[src/rtl/ifm_pingpong_if.sv]
// Bank-level handshake bundle between the producing layer, the consuming layer
// and the IFM ping-pong controller.
interface ifm_pingpong_if #(
    parameter int FRAME_COUNT_WIDTH = 8
);
    logic                         prod_done;
    logic                         prod_ready;
    logic                         wr_bank_sel;
    logic                         cons_end;
    logic                         cons_start;
    logic                         rd_bank_sel;
    logic [1:0]                   occupancy;
    logic                         overflow_err;
    logic [FRAME_COUNT_WIDTH-1:0] frames_written;
    logic [FRAME_COUNT_WIDTH-1:0] frames_read;

    // Layer side: drives the done pulse and the consumer end level.
    modport master (
        output prod_done,
        output cons_end,
        input  prod_ready,
        input  wr_bank_sel,
        input  cons_start,
        input  rd_bank_sel,
        input  occupancy,
        input  overflow_err,
        input  frames_written,
        input  frames_read
    );

    // Controller side.
    modport slave (
        input  prod_done,
        input  cons_end,
        output prod_ready,
        output wr_bank_sel,
        output cons_start,
        output rd_bank_sel,
        output occupancy,
        output overflow_err,
        output frames_written,
        output frames_read
    );
endinterface

[src/rtl/ifm_pingpong_ctrl.sv]
// Ping-pong IFM bank scheduler: the producer fills one bank while the consumer
// convolves the other, with start/end handshaking toward the consuming layer.
module ifm_pingpong_ctrl #(
    parameter int IFM_SIZE_NEXT     = 10,
    parameter int FRAME_COUNT_WIDTH = 8
) (
    input  logic          clk,
    input  logic          reset,
    ifm_pingpong_if.slave bus
);

    typedef enum logic [1:0] {
        B_EMPTY   = 2'b00,
        B_FULL    = 2'b01,
        B_READING = 2'b10
    } bank_state_e;

    typedef enum logic [1:0] {
        C_IDLE     = 2'b00,
        C_WAIT_LOW = 2'b01,
        C_BUSY     = 2'b10
    } cons_state_e;

    if (IFM_SIZE_NEXT < 1) begin : g_size_check
        $error("IFM_SIZE_NEXT must be at least 1");
    end

    bank_state_e                  bank_q [2];
    bank_state_e                  bank_d [2];
    cons_state_e                  state_q;
    logic                         wr_ptr_q, wr_ptr_d;
    logic                         rd_ptr_q, rd_ptr_d;
    logic [1:0]                   occ_q, occ_d;
    logic                         overflow_q, overflow_d;
    logic [FRAME_COUNT_WIDTH-1:0] fw_q, fw_d;
    logic [FRAME_COUNT_WIDTH-1:0] fr_q, fr_d;
    logic                         cons_start_q;

    logic prod_ready_s;
    logic accept_s;
    logic overflow_hit_s;
    logic launch_s;
    logic release_s;

    // Event decode from registered state and the two layer inputs.
    always_comb begin
        prod_ready_s   = (bank_q[wr_ptr_q] == B_EMPTY);
        accept_s       = bus.prod_done & prod_ready_s;
        overflow_hit_s = bus.prod_done & ~prod_ready_s;
        launch_s       = (state_q == C_IDLE) && (bank_q[rd_ptr_q] == B_FULL) && bus.cons_end;
        release_s      = (state_q == C_BUSY) && bus.cons_end;
    end

    // Next-state for banks, pointers, occupancy and statistics; a write and a
    // release in the same cycle always hit different banks, so both apply.
    always_comb begin
        bank_d[0]  = bank_q[0];
        bank_d[1]  = bank_q[1];
        wr_ptr_d   = wr_ptr_q;
        rd_ptr_d   = rd_ptr_q;
        fw_d       = fw_q;
        fr_d       = fr_q;
        overflow_d = overflow_q | overflow_hit_s;
        if (accept_s) begin
            bank_d[wr_ptr_q] = B_FULL;
            wr_ptr_d         = ~wr_ptr_q;
            fw_d             = fw_q + FRAME_COUNT_WIDTH'(1);
        end else begin
            wr_ptr_d = wr_ptr_q;
        end
        if (launch_s) begin
            bank_d[rd_ptr_q] = B_READING;
        end else if (release_s) begin
            bank_d[rd_ptr_q] = B_EMPTY;
            rd_ptr_d         = ~rd_ptr_q;
            fr_d             = fr_q + FRAME_COUNT_WIDTH'(1);
        end else begin
            rd_ptr_d = rd_ptr_q;
        end
        case ({accept_s, release_s})
            2'b10:   occ_d = occ_q + 2'd1;
            2'b01:   occ_d = occ_q - 2'd1;
            default: occ_d = occ_q;
        endcase
    end

    // Consumer handshake FSM; cons_start is a one-cycle pulse on launch only.
    always_ff @(posedge clk) begin
        if (reset) begin
            state_q      <= C_IDLE;
            cons_start_q <= 1'b0;
        end else begin
            case (state_q)
                C_IDLE: begin
                    if (launch_s) begin
                        state_q      <= C_WAIT_LOW;
                        cons_start_q <= 1'b1;
                    end else begin
                        cons_start_q <= 1'b0;
                    end
                end
                C_WAIT_LOW: begin
                    cons_start_q <= 1'b0;
                    if (!bus.cons_end) begin
                        state_q <= C_BUSY;
                    end
                end
                C_BUSY: begin
                    cons_start_q <= 1'b0;
                    if (bus.cons_end) begin
                        state_q <= C_IDLE;
                    end
                end
                default: begin
                    state_q      <= C_IDLE;
                    cons_start_q <= 1'b0;
                end
            endcase
        end
    end

    // Bank, pointer and statistics registers.
    always_ff @(posedge clk) begin
        if (reset) begin
            bank_q[0]  <= B_EMPTY;
            bank_q[1]  <= B_EMPTY;
            wr_ptr_q   <= 1'b0;
            rd_ptr_q   <= 1'b0;
            occ_q      <= 2'd0;
            overflow_q <= 1'b0;
            fw_q       <= '0;
            fr_q       <= '0;
        end else begin
            bank_q[0]  <= bank_d[0];
            bank_q[1]  <= bank_d[1];
            wr_ptr_q   <= wr_ptr_d;
            rd_ptr_q   <= rd_ptr_d;
            occ_q      <= occ_d;
            overflow_q <= overflow_d;
            fw_q       <= fw_d;
            fr_q       <= fr_d;
        end
    end

    assign bus.prod_ready     = prod_ready_s;
    assign bus.wr_bank_sel    = wr_ptr_q;
    assign bus.rd_bank_sel    = rd_ptr_q;
    assign bus.cons_start     = cons_start_q;
    assign bus.occupancy      = occ_q;
    assign bus.overflow_err   = overflow_q;
    assign bus.frames_written = fw_q;
    assign bus.frames_read    = fr_q;

endmodule
[src/flat_wrapper.sv]
// flat-port wrapper written by rule: the top's interface ports become plain ports
module ifm_pingpong_ctrl_flat 
#(
    parameter int IFM_SIZE_NEXT     = 10,
    parameter int FRAME_COUNT_WIDTH = 8
)
  (clk, reset, bus_prod_done, bus_cons_end, bus_prod_ready, bus_wr_bank_sel, bus_cons_start, bus_rd_bank_sel, bus_occupancy, bus_overflow_err, bus_frames_written, bus_frames_read);
  ifm_pingpong_if #(.FRAME_COUNT_WIDTH(FRAME_COUNT_WIDTH)) bus_i ();
  input  logic clk;
  input  logic reset;
  input wire logic [$bits(bus_i.prod_done)-1:0] bus_prod_done;
  input wire logic [$bits(bus_i.cons_end)-1:0] bus_cons_end;
  output wire logic [$bits(bus_i.prod_ready)-1:0] bus_prod_ready;
  output wire logic [$bits(bus_i.wr_bank_sel)-1:0] bus_wr_bank_sel;
  output wire logic [$bits(bus_i.cons_start)-1:0] bus_cons_start;
  output wire logic [$bits(bus_i.rd_bank_sel)-1:0] bus_rd_bank_sel;
  output wire logic [$bits(bus_i.occupancy)-1:0] bus_occupancy;
  output wire logic [$bits(bus_i.overflow_err)-1:0] bus_overflow_err;
  output wire logic [$bits(bus_i.frames_written)-1:0] bus_frames_written;
  output wire logic [$bits(bus_i.frames_read)-1:0] bus_frames_read;
  assign bus_i.prod_done = bus_prod_done;
  assign bus_i.cons_end = bus_cons_end;
  assign bus_prod_ready = bus_i.prod_ready;
  assign bus_wr_bank_sel = bus_i.wr_bank_sel;
  assign bus_cons_start = bus_i.cons_start;
  assign bus_rd_bank_sel = bus_i.rd_bank_sel;
  assign bus_occupancy = bus_i.occupancy;
  assign bus_overflow_err = bus_i.overflow_err;
  assign bus_frames_written = bus_i.frames_written;
  assign bus_frames_read = bus_i.frames_read;
  ifm_pingpong_ctrl #(.IFM_SIZE_NEXT(IFM_SIZE_NEXT), .FRAME_COUNT_WIDTH(FRAME_COUNT_WIDTH)) u_core (.clk(clk), .reset(reset), .bus(bus_i));
endmodule
[config.mk]
export PLATFORM = sky130hd
export DESIGN_NAME = ifm_pingpong_ctrl_flat
export DESIGN_NICKNAME = d
export VERILOG_FILES = /design/src/rtl/ifm_pingpong_if.sv /design/src/rtl/ifm_pingpong_ctrl.sv /design/src/flat_wrapper.sv
export SDC_FILE = /design/constraint.sdc
export NUM_CORES = 1
export LEC_CHECK = 0
export CAP_MARGIN = 10
export CORE_MARGIN = 8
export CORE_UTILIZATION = 48
export DETAILED_ROUTE_END_ITERATION = 8
export PLACE_DENSITY = 0.75
export SYNTH_ARGS = -nofsm -noshare
export SYNTH_HDL_FRONTEND = slang
export SYNTH_SLANG_ARGS = --single-unit
[constraint.sdc]
create_clock -name clk -period 4.26 [get_ports clk]
set_input_delay 0.426 -clock clk [delete_from_list [all_inputs] [get_ports clk]]
set_output_delay 0.426 -clock clk [all_outputs]
set_load 0.01 [all_outputs]
# ---- Word-level counts from Yosys, hierarchy flattened
# Memory sizes are Yosys's and may differ from the RTL's. A register that Yosys moved wholly into a read port is not among the register bits.
# Cells that the tools add are included.
dict set report word_totals {
  elab_cells 78
  output_inout_bits 23
  memories 1
  ram_bits 4
  in_bits 4
  reg_bits 24
}
dict set report op_classes {
  eq_ne 8
  n_lt_le_gt_ge 4
  n_addsub 4
  reduce_logical 11
  mux 22
  bitwise 20
}
# memory depth word_bits read_ports rd_clocked_by_memory_dff wr line
set mem_list {}
lappend mem_list {u_core.bank_q 2 2 4 2 2 ifm_pingpong_ctrl.sv:28} ;# bank_state_e bank_q [2];
# cell n
set op_table {}
lappend op_table {{adder 8 x 1 -> 8 bit (second input constant)} 2}
lappend op_table {{two-way mux 2 bit} 7}
lappend op_table {{two-way mux 4 bit} 3}
lappend op_table {{two-way mux 1 bit} 8}
lappend op_table {{== test 2 x 1 -> 1 bit (second input constant)} 3}
lappend op_table {{case mux 2 bit (3 select lines)} 1}
lappend op_table {{logical AND 1 bit} 5}
lappend op_table {{inverter 1 bit} 5}
lappend op_table {{AND 2 bit} 2}
lappend op_table {{AND 4 bit} 1}
lappend op_table {{demux 2 bit (select 1 bit)} 2}
lappend op_table {{== test 2 bit (second input constant)} 2}
lappend op_table {{>= comparator 2 bit (second input constant)} 2}
lappend op_table {{logical NOT 2 bit} 2}
lappend op_table {{less-than comparator 2 x 1 -> 1 bit (second input constant)} 2}
lappend op_table {{inequality test 2 bit (second input constant)} 2}
lappend op_table {{inverter 1 -> 2 bit} 2}
lappend op_table {{inverter 2 bit} 2}
lappend op_table {{inverter 4 bit} 1}
lappend op_table {{OR 2 bit} 2}
lappend op_table {{case mux 2 bit (2 select lines)} 1}
lappend op_table {{OR 1 bit} 3}
lappend op_table {{AND reduction 3 bit} 1}
lappend op_table {{adder 2 x 1 -> 2 bit (second input constant)} 1}
lappend op_table {{other kinds (6)} 7}

# ---- Longest topological paths before layout
# Gate-level depths: netlist of the first run.
dict set report depth {
  word_depth 12
  mapped_depth 6
  depth_no_buf 4
}

# ---- Worst setup path before layout of the first run
# No wires, ideal clock.
dict set report synth_timing {
  kind {input-to-reg}
  from {in bus_prod_done}
  to {reg u_core.occ_q[1] (netlist: u_core.bus.occupancy[1])}
  path_buffers 2
  path_stages 6
  slack_ns 2.665
  required_time_ns 4.139
  setup_time_ns 0.121
  arrival_ns 1.474
  cell_sequence {nor4bb_1 > buf_2 > or2_1 > buf_6 > a21oi_2 > mux2_4}
}
dict set report synth_via {
  elab_chain_cells 3
  elab_cells_between_ends 5
  cone_classes {eq/ne: 2; mux: 1; bitwise: 1; reduce/logical: 1}
}
# item line
set synth_lines {}
lappend synth_lines {{start: declaration} flat_wrapper.sv:11} ;# input wire logic [$bits(bus_i.prod_done)-1:0] bus_prod_done;
lappend synth_lines {{AND 1 bit *} ifm_pingpong_ctrl.sv:48} ;# accept_s = bus.prod_done & prod_ready_s;
lappend synth_lines {{== test 2 x 1 -> 1 bit or == test 2 bit (tied branches)} ifm_pingpong_ctrl.sv:80} ;# case ({accept_s, release_s})
lappend synth_lines {{case mux 2 bit (2 select lines) or nonzero test 2 bit (tied branches)} n/a}
lappend synth_lines {{end signal: assignment} ifm_pingpong_ctrl.sv:129} ;# occ_q <= 2'd0;
lappend synth_lines {{end signal: assignment} ifm_pingpong_ctrl.sv:138} ;# occ_q <= occ_d;
lappend synth_lines {{end: declaration} ifm_pingpong_ctrl.sv:33} ;# logic [1:0] occ_q, occ_d;
# Every way passes the cells marked *; elsewhere a longest branch is shown, timed or not.
# A chain may end at the register's enable or synchronous reset.

==> impl_metrics.tcl, run 1 <==
set metrics [dict create \
    r2r_slack_ps 2520 \
    dp_hpwl_um 1960 \
    crit_type "reg2out" \
    core_region_area_um2 2690 \
    final_ant_viol_nets 0 \
    synth_fp_nets 147 \
    clock_sink_count 30 \
    final_design_area_no_fill_um2 1660 \
    endpoint "bus_prod_ready" \
    gpl.final_weighted_congestion 0.748 \
    cp_data_required_time_ps 3830 \
    cts.root.buffer_cell "clkbuf_4" \
    grt_pass1_vias 1023 \
    clock_tree.htree_level_count 2 \
    vias_per_cell 5.39 \
    fin_crit_sh 0.488 \
    areaGrowthSynthToFinish_pct 25.7 \
    vias 1078 \
    vdd.ir_drop.worst_uv 386 \
    critPathMaxFanout 4 \
    hold_class "reg2reg" \
    drt_first_pass_iters 4 \
    crit_path_top_delay_cell "clkdlybuf4s50_1" \
    final_cell_mix "dfxtp_1, clkdlybuf4s50_1, nor2_1" \
    grt_setup_unrepaired "no" \
    slowest_delay_ps 600 \
    clock_path_buffers 2 \
    die_height_um 68.4 \
    power.leakage_nw 0.608 \
    run_status "completed" \
    crit_chain "o32ai_1 > clkdlybuf4s50_1" \
    maximum_number_of_pins_on_one_net_before_global_route_repair 32 \
    n_fill_cell 236 \
    power.density_nw_per_um2 517 \
    finalSetupTns_ps 0 \
    tritoncts "done" \
    grt_pass1_wl_um 4520 \
    reg2reg_depth 5 \
    clock_latency_ps 330 \
    critPathArrivalTime_ps 1650 \
    synth.cell_area_um2 1320 \
    hold_buffers 0 \
    portBuffers 26 \
    top_level_ports 27 \
    layout.cells.most_common "dfxtp_1" \
    timing.clock.skew_ps 7.44 \
    netlist_instances 141 \
    die_area_um2 4680 \
    max_slew.worst_pin.slew_ps 1090 \
    timing.critical_path.from_type "register" \
    detailed_place.area_um2 1570 \
    hold_violations 0 \
    critical_path.reg2reg.endpoint "u_core.bank_q[0][1]" \
    drv_slew 0 \
    post-route-min-period_ps 2080 \
    final_net_count 174 \
    die_x_um 68.4 \
    holdPathStages 2 \
    wire_per_inst_um 13.3 \
    globalRoute.totalOverflow 0 \
    dr.first_iter.drc_count 37 \
    cts_buffer_count 5 \
    remaining_drc_errors 0 \
    number_of_synthesized_register_bits 30 \
    cp_capture_type "output port" \
    start_util 0.490 \
    postSynthAreaPerCell_um2 9.34 \
    insertedDiodeCount 0 \
    clock.fmax_mhz 481 \
    netlist-cell-type-count 39 \
    antenna_found_initial 0 \
    finalSetupViolCount 0 \
    track_usage 0.129 \
    cts_post_setup_buffers_inserted 0 \
    critPathLaunch "u_core.bank_q[0][0]" \
    hold_start "u_core.bus.frames_written[1]" \
    sequential_cell_area_fraction_in_the_yosys_report 0.456 \
    timing.slew.headroom 0.268 \
    std_cell_rows 19 \
    max-cap-violations 0 \
    drt_wl_total_um 2670 \
    yosys_warnings 0 \
    share_of_post_route_cells_with_drive_strength_above_1 0.0828 \
    clkTransAtPathRegs_ps 90 \
    cts_repair_resize_count 0 \
]
power by group:
| group | internal, mW | total (mW) | switching [mW] |
|---|---|---|---|
| clock network | 0.121 | 0.217 | 0.0957 |
| registers | 0.323 | 0.372 | 0.0492 |
| logic | 0.143 | 0.267 | 0.124 |
sequential cells by signal, indices dropped and copies added (netlist names), named ones only:
signal / flops
u_core.bus.frames_read: 8
u_core.bus.frames_written: 8
u_core.bank_q: 4
u_core.bus.occupancy: 2
u_core.state_q: 2
u_core.bus.cons_start: 1
u_core.bus.overflow_err: 1
u_core.bus.rd_bank_sel: 1
u_core.bus.wr_bank_sel: 1
metal layers:
layer / global-route usage / vias to the layer above / wire [um]
li1: - / 548 / -
met1: 0.134 / 500 / 1150
met2: 0.214 / 24 / 1280
met3: 0.0655 / 6 / 188
met4: 0.0588 / 0 / 48
met5: 0 / - / 0
worst max-delay path: cells and delay by family, from the launching register on:
| kind | cells | cell delay, ps |
|---|---|---|
| AO/OA/AOI/OAI | 1 | 360 |
| buffers and inverters | 1 | 600 |
| flip-flops | 1 | 360 |
worst min path at each step:
stage                                               to
after CTS                 u_core.bus.frames_written[1]
after global routing         u_core.bus.frames_read[1]
final                     u_core.bus.frames_written[1]
after global placement       u_core.bus.frames_read[1]
after floorplan                    u_core.bank_q[1][1]
after detailed placement  u_core.bus.frames_written[1]
kinds of logic after synthesis:
group / count (synthesis) / share of synthesized area
simple gates: 57 / 0.238
buf+inv: 10 / 0.0408
mux: 1 / 0.0114
xor+xnor: 17 / 0.113
compound gates: 24 / 0.122
flops: 30 / 0.456
fa+ha+maj: 2 / 0.0190
per-stage QoR:
| step | setup slack, ps | hold slack (ps) | utilization | cells | power (mW) |
|---|---|---|---|---|---|
| final | 2180 | 501 | 0.617 | 200 | 0.857 |
| after global routing | 2060 | 528 | 0.617 | 200 | 0.913 |
| after CTS | 1780 | 506 | 0.615 | 199 | 0.866 |
| after detailed placement | 1430 | 494 | 0.586 | 191 | 0.646 |
| after global placement | 1600 | 477 | 0.586 | 191 | 0.640 |
| after floorplan | 2660 | 475 | - | 141 | 0.555 |
cell type report:
class | count | area [um2] | area share
clock inverters | 3 | 40.0 | 0.0242
multi-input cells | 101 | 663 | 0.400
clock buffers | 5 | 37.5 | 0.0227
inverters | 3 | 11.3 | 0.00680
repair buffers | 27 | 265 | 0.160
flip-flops and latches | 30 | 601 | 0.363
well taps | 31 | 38.8 | 0.0234
cell usage after synthesis:
library cell,number,area [um2]
a21oi_2,1,8.76
o32ai_1,1,8.76
nand2b_1,2,12.5
clkbuf_1,3,11.3
nand3_1,1,5.00
o2111ai_1,2,17.5
and3b_1,2,17.5
and4_1,1,8.76
nand3b_1,1,7.51
and2_1,2,12.5
nor4bb_1,1,10.0
nor3_1,4,20.0
nand4_1,3,18.8
mux2_4,1,15.0
nor4b_1,1,8.76
o21ba_2,1,10.0
dfxtp_1,30,601
nor4_1,1,6.26
and3_1,2,12.5
or3_1,1,6.26
o211ai_1,3,22.5
inv_1,3,11.3
ha_1,2,25.0
nand2_1,9,33.8
xnor2_1,8,70.1
nor2_1,20,75.1
buf_6,2,22.5
a211oi_1,2,15.0
xor2_1,9,78.8
o21ai_0,3,15.0
nor3b_1,2,15.0
buf_2,1,5.00
or2_2,1,6.26
nor4b_4,1,23.8
a21oi_1,9,45.0
o221ai_1,2,17.5
or2_1,1,6.26
and2b_1,1,7.51
buf_1,1,3.75
Power figures use the tool's default switching activity.
==> run 2: changes to the inputs <==
==> constraint.sdc (replaced) <==
create_clock -name clk -period 2.1 [get_ports clk]
set_input_delay 0.21 -clock clk [delete_from_list [all_inputs] [get_ports clk]]
set_output_delay 0.21 -clock clk [all_outputs]
set_load 0.01 [all_outputs]
==> run 2 against run 1 <==
Against the previous run: first-iteration DRC count up 49%; register-to-register slack worse by 2000 ps; wire length up 4.8%; utilization up 0.51 points; combinational power up 120%; clock-buffer cell count up 1; critical path type unchanged; largest cell class unchanged; largest power group unchanged; highest routed layer unchanged.
==> impl_metrics.tcl, run 2 (synthesis gave the netlist of run 1 again) <==
set metrics [dict create \
    globalRoute.totalOverflow 0 \
    power.leakage_nw 0.618 \
    core_region_area_um2 2690 \
    grt_setup_unrepaired "no" \
    die_height_um 68.4 \
    cts_post_setup_buffers_inserted 0 \
    layout.cells.most_common "dfxtp_1" \
    routed-wl-met3_um 195 \
    timing.clock.skew_ps 3.17 \
    dr.first_iter.drc_count 55 \
    max-cap-violations 0 \
    insertedDiodeCount 0 \
    vias_per_cell 5.40 \
    critPathMaxFanout 4 \
    vias 1097 \
    final_cell_mix "dfxtp_1, clkdlybuf4s50_1, nor2_1" \
    gpl.final_weighted_congestion 0.747 \
    clock_tree.htree_level_count 2 \
    cp_data_required_time_ps 1890 \
    finalSetupViolCount 0 \
    share_of_post_route_cells_with_drive_strength_above_1 0.0988 \
    final_critical_path_setup_slack_ps 243 \
    dp_hpwl_um 2150 \
    post-route-min-period_ps 1860 \
    max_slew.worst_pin.slew_ps 451 \
    die_x_um 68.4 \
    track_usage 0.132 \
    drt_first_pass_iters 4 \
    cts_buffer_count 5 \
    top_level_ports 27 \
    wire_per_inst_um 13.8 \
    wl_met2_um 1370 \
    vdd.ir_drop.worst_uv 730 \
    portBuffers 26 \
    clock_latency_ps 310 \
    grt_pass1_vias 1037 \
    drv_slew 0 \
    final_net_count 179 \
    clock_sink_count 30 \
    std_cell_rows 19 \
    fin_crit_sh 0.885 \
    cp_capture_type "output port" \
    dr.max_layer_used "met4" \
    start_util 0.490 \
    clkTransAtPathRegs_ps 80 \
    crit_type "reg2out" \
    hold_buffers 0 \
    final_ant_viol_nets 0 \
    hold_class "reg2reg" \
    critPathArrivalTime_ps 1650 \
    timing.critical_path.from_type "register" \
    maximum_number_of_pins_on_one_net_before_global_route_repair 17 \
    regArea_um2 601 \
    clock_path_buffers 2 \
    remaining_drc_errors 0 \
    dp_worst_setup_slack_ps 134 \
    grt_pass1_wl_um 4650 \
    tritoncts "done" \
    n_fill_cell 251 \
    power.density_nw_per_um2 990 \
    drt_wl_total_um 2800 \
    areaGrowthSynthToFinish_pct 26.8 \
    timing.slew.headroom 0.695 \
    met1Wirelength_um 1200 \
    hold_violations 0 \
    antenna_found_initial 0 \
    cts_repair_resize_count 0 \
    clock.fmax_mhz 538 \
    finalSetupTns_ps 0 \
    run_status "completed" \
    die_area_um2 4680 \
    multi_input_comb_area_um2 663 \
    cts.root.buffer_cell "clkbuf_4" \
]
-- run 2: cell count changes in the layout (fill, tap and decap cells not counted) --
cell,previous run,this run
clkbuf_8,0,1
bufinv_16,1,0
buf_4,0,6
clkinv_2,2,0
clkbuf_2,1,0
-- run 2: worst max-delay path, stage by stage (launching register included) --
cell and delay (ps):
dfxtp_1 360, o32ai_1 360, clkdlybuf4s50_1 600
-- run 2: per-stage QoR --
step | std cells | total power [mW] | hold WS [ps] | cell area (um2) | utilization
final | 203 | 1.65 | 495 | 1670 | 0.622
after global routing | 203 | 1.77 | 528 | 1670 | 0.622
after CTS | 203 | 1.68 | 494 | 1670 | 0.622
after detailed placement | 197 | 1.35 | 482 | 1620 | 0.603
after global placement | 197 | 1.33 | 478 | 1620 | 0.603
after floorplan | 141 | 1.13 | 287 | 1320 | -
-- run 2: layout make-up --
| class | count | share of cell area |
|---|---|---|
| multi-input cells | 101 | 0.397 |
| flip-flops and latches | 30 | 0.360 |
| clock buffers | 6 | 0.0307 |
| well taps | 31 | 0.0232 |
| inverters | 3 | 0.00674 |
| repair buffers | 32 | 0.183 |
-- run 2: power breakdown --
part,switching [mW],internal (mW)
clock,0.170,0.150
sequential,0.100,0.655
combinational,0.257,0.321
total,0.528,1.13
-- run 2: worst paths after layout --
kind	slack [ps]	end	startpoint	depth (start not counted)
max	240	bus_prod_ready	u_core.bank_q[0][0]	2
min	500	u_core.bus.frames_written[1]	u_core.bus.frames_written[1]	2
max reg2reg	530	u_core.bank_q[1][1]	register	5
min reg2reg	500	u_core.bus.frames_written[1]	u_core.bus.frames_written[1]	2
-- run 2: per-layer routing --
| layer | vias to the layer above | GRT usage |
|---|---|---|
| met4 | 0 | 0.0537 |
| met5 | - | 0 |
| met2 | 29 | 0.220 |
| met3 | 4 | 0.0687 |
| li1 | 552 | - |
| met1 | 512 | 0.139 |
==> run 3: changes to the inputs <==
--- a/config.mk
+++ b/config.mk
@@ -7,9 +7,9 @@
 export LEC_CHECK = 0
 export CAP_MARGIN = 10
 export CORE_MARGIN = 8
-export CORE_UTILIZATION = 48
+export CORE_UTILIZATION = 50
 export DETAILED_ROUTE_END_ITERATION = 8
-export PLACE_DENSITY = 0.75
+export PLACE_DENSITY = 0.78
 export SYNTH_ARGS = -nofsm -noshare
 export SYNTH_HDL_FRONTEND = slang
 export SYNTH_SLANG_ARGS = --single-unit
==> run 3 against run 2 <==
Against the previous run: clock-buffer cell count is 1 higher; non-clock buffer count is 1 lower; first-iteration DRC count is 56% higher; fmax is 0.41% higher; sequential share of layout area is 0.33 points higher; flip-flop and latch count stayed put; combinational power is 0.9% lower; largest cell class unchanged.
==> impl_metrics.tcl, run 3 (synthesis gave the netlist of run 1 again) <==
set metrics [dict create \
    grt_setup_unrepaired "no" \
    power_report.internal_total_mw 1.10 \
    cts.root.buffer_cell "clkbuf_4" \
    dr.first_iter.drc_count 86 \
    clkTransAtPathRegs_ps 80 \
    grt_pass1_vias 1021 \
    die_x_um 67.3 \
    clock_latency_ps 320 \
    hold_start "u_core.bus.frames_read[1]" \
    switching_share 0.327 \
    run_status "completed" \
    clock_sink_count 30 \
    std_cell_rows 18 \
    maximum_number_of_pins_on_one_net_before_global_route_repair 26 \
    comb_power_share 0.350 \
    critPathLaunch "u_core.bank_q[0][0]" \
    final_cells 202 \
    wire_per_inst_um 13.8 \
    vias 1070 \
    gpl.final_weighted_congestion 0.776 \
    holdPathStages 2 \
    top_level_ports 27 \
    portBuffers 26 \
    finalSetupViolCount 0 \
    insertedDiodeCount 0 \
    power.share.sequential 0.464 \
    clock_path_buffers 2 \
    max-cap-violations 0 \
    timing.clock.skew_ps 3.25 \
    drt_wl_total_um 2790 \
    remaining_drc_errors 0 \
    clock.fmax_mhz 541 \
    r2r_slack_ps 600 \
    share_clk_of_total_power 0.186 \
    drv_slew 0 \
    vdd.ir_drop.worst_uv 731 \
    areaGrowthSynthToFinish_pct 25.6 \
    critical_path.reg2reg.endpoint "u_core.bank_q[1][0]" \
    finalSetupTns_ps 0 \
    cts_repair_resize_count 0 \
    switching_power_mw 0.534 \
    cp_data_required_time_ps 1890 \
    drt_first_pass_iters 4 \
    final_ant_viol_nets 0 \
    post-route-min-period_ps 1850 \
    fin_util 0.668 \
    reg2reg_depth 6 \
    final_design_area_no_fill_um2 1660 \
    fin_crit_sh 0.881 \
    cp_capture_type "output port" \
    cts_post_setup_buffers_inserted 0 \
    power.leakage_nw 0.608 \
    critPathArrivalTime_ps 1640 \
    start_util 0.532 \
    die_area_um2 4530 \
    final_cell_mix "dfxtp_1, clkdlybuf4s50_1, nor2_1" \
    dp_hpwl_um 2080 \
    power.density_nw_per_um2 987 \
    layout.cells.most_common "dfxtp_1" \
    globalRoute.totalOverflow 0 \
    hold_class "reg2reg" \
    vias_per_cell 5.30 \
    detailed_place.area_um2 1610 \
    cts_buffer_count 5 \
    share_of_post_route_cells_with_drive_strength_above_1 0.0872 \
    hold_buffers 0 \
    crit_type "reg2out" \
    hold_end "u_core.bus.frames_read[1]" \
    max_slew.worst_pin.slew_ps 366 \
    tritoncts "done" \
    hold_violations 0 \
    final_net_count 178 \
    critPathMaxFanout 4 \
    die_height_um 67.3 \
    grt_pass1_wl_um 4600 \
    timing.slew.headroom 0.753 \
    clock_tree.htree_level_count 2 \
    total_placed_cells_including_tap_cells 195 \
    core_region_area_um2 2480 \
    n_fill_cell 217 \
    timing.critical_path.from_type "register" \
    antenna_found_initial 0 \
    track_usage 0.135 \
]
[run 3: changes by cell type in the layout (fill, tap and decap cells not counted)]
cell / before / now
clkbuf_1: 0 / 2
clkbuf_8: 1 / 0
buf_4: 6 / 5
[run 3: layer usage]
| layer | up-vias | global-route usage | part of all wire |
|---|---|---|---|
| met5 | - | 0 | 0 |
| li1 | 552 | - | - |
| met1 | 481 | 0.150 | 0.44 |
| met4 | 0 | 0.0862 | 0.031 |
| met2 | 27 | 0.217 | 0.46 |
| met3 | 10 | 0.0447 | 0.068 |
[run 3: worst max-delay path by stage]
stage,endpoint,slack (ps),cells past startpoint
after CTS,bus_prod_ready,230,2
final,bus_prod_ready,250,2
after floorplan,u_core.bus.occupancy[1],600,6
after detailed placement,u_core.bank_q[0][0],260,7
after global placement,u_core.bank_q[1][0],300,7
after global routing,bus_prod_ready,160,2
[run 3: layout make-up]
class / instances / area [um2] / share of cell area
Inverter: 3 / 11.3 / 0.00680
Timing Repair Buffer: 31 / 298 / 0.180
Multi-Input combinational cell: 101 / 663 / 0.401
Clock buffer: 7 / 45.0 / 0.0272
Sequential cell: 30 / 601 / 0.363
Tap cell: 30 / 37.5 / 0.0227
[run 3: power by group through the flow]
| stage | registers (mW) | logic, mW | clock network (mW) |
|---|---|---|---|
| 6_report | 0.758 | 0.573 | 0.304 |
| 5_1_grt | 0.773 | 0.637 | 0.345 |
| 4_1_cts | 0.757 | 0.580 | 0.317 |
| 3_5_place_dp | 0.770 | 0.579 | 0 |
| 3_3_place_gp | 0.764 | 0.567 | 0 |
| 2_1_floorplan | 0.771 | 0.354 | 0 |
[run 3: worst max-delay path: stages, from the launching register on]
cell	delay, ps
dfxtp_1	370
o32ai_1	350
clkdlybuf4s50_1	610
[run 3: through the flow]
step	setup slack, ps	hold slack, ps	total power, mW
finish	250	500	1.63
CTS	227	502	1.65
floorplan	599	287	1.13
global route	163	523	1.75
detailed placement	256	495	1.35
global placement	303	481	1.33
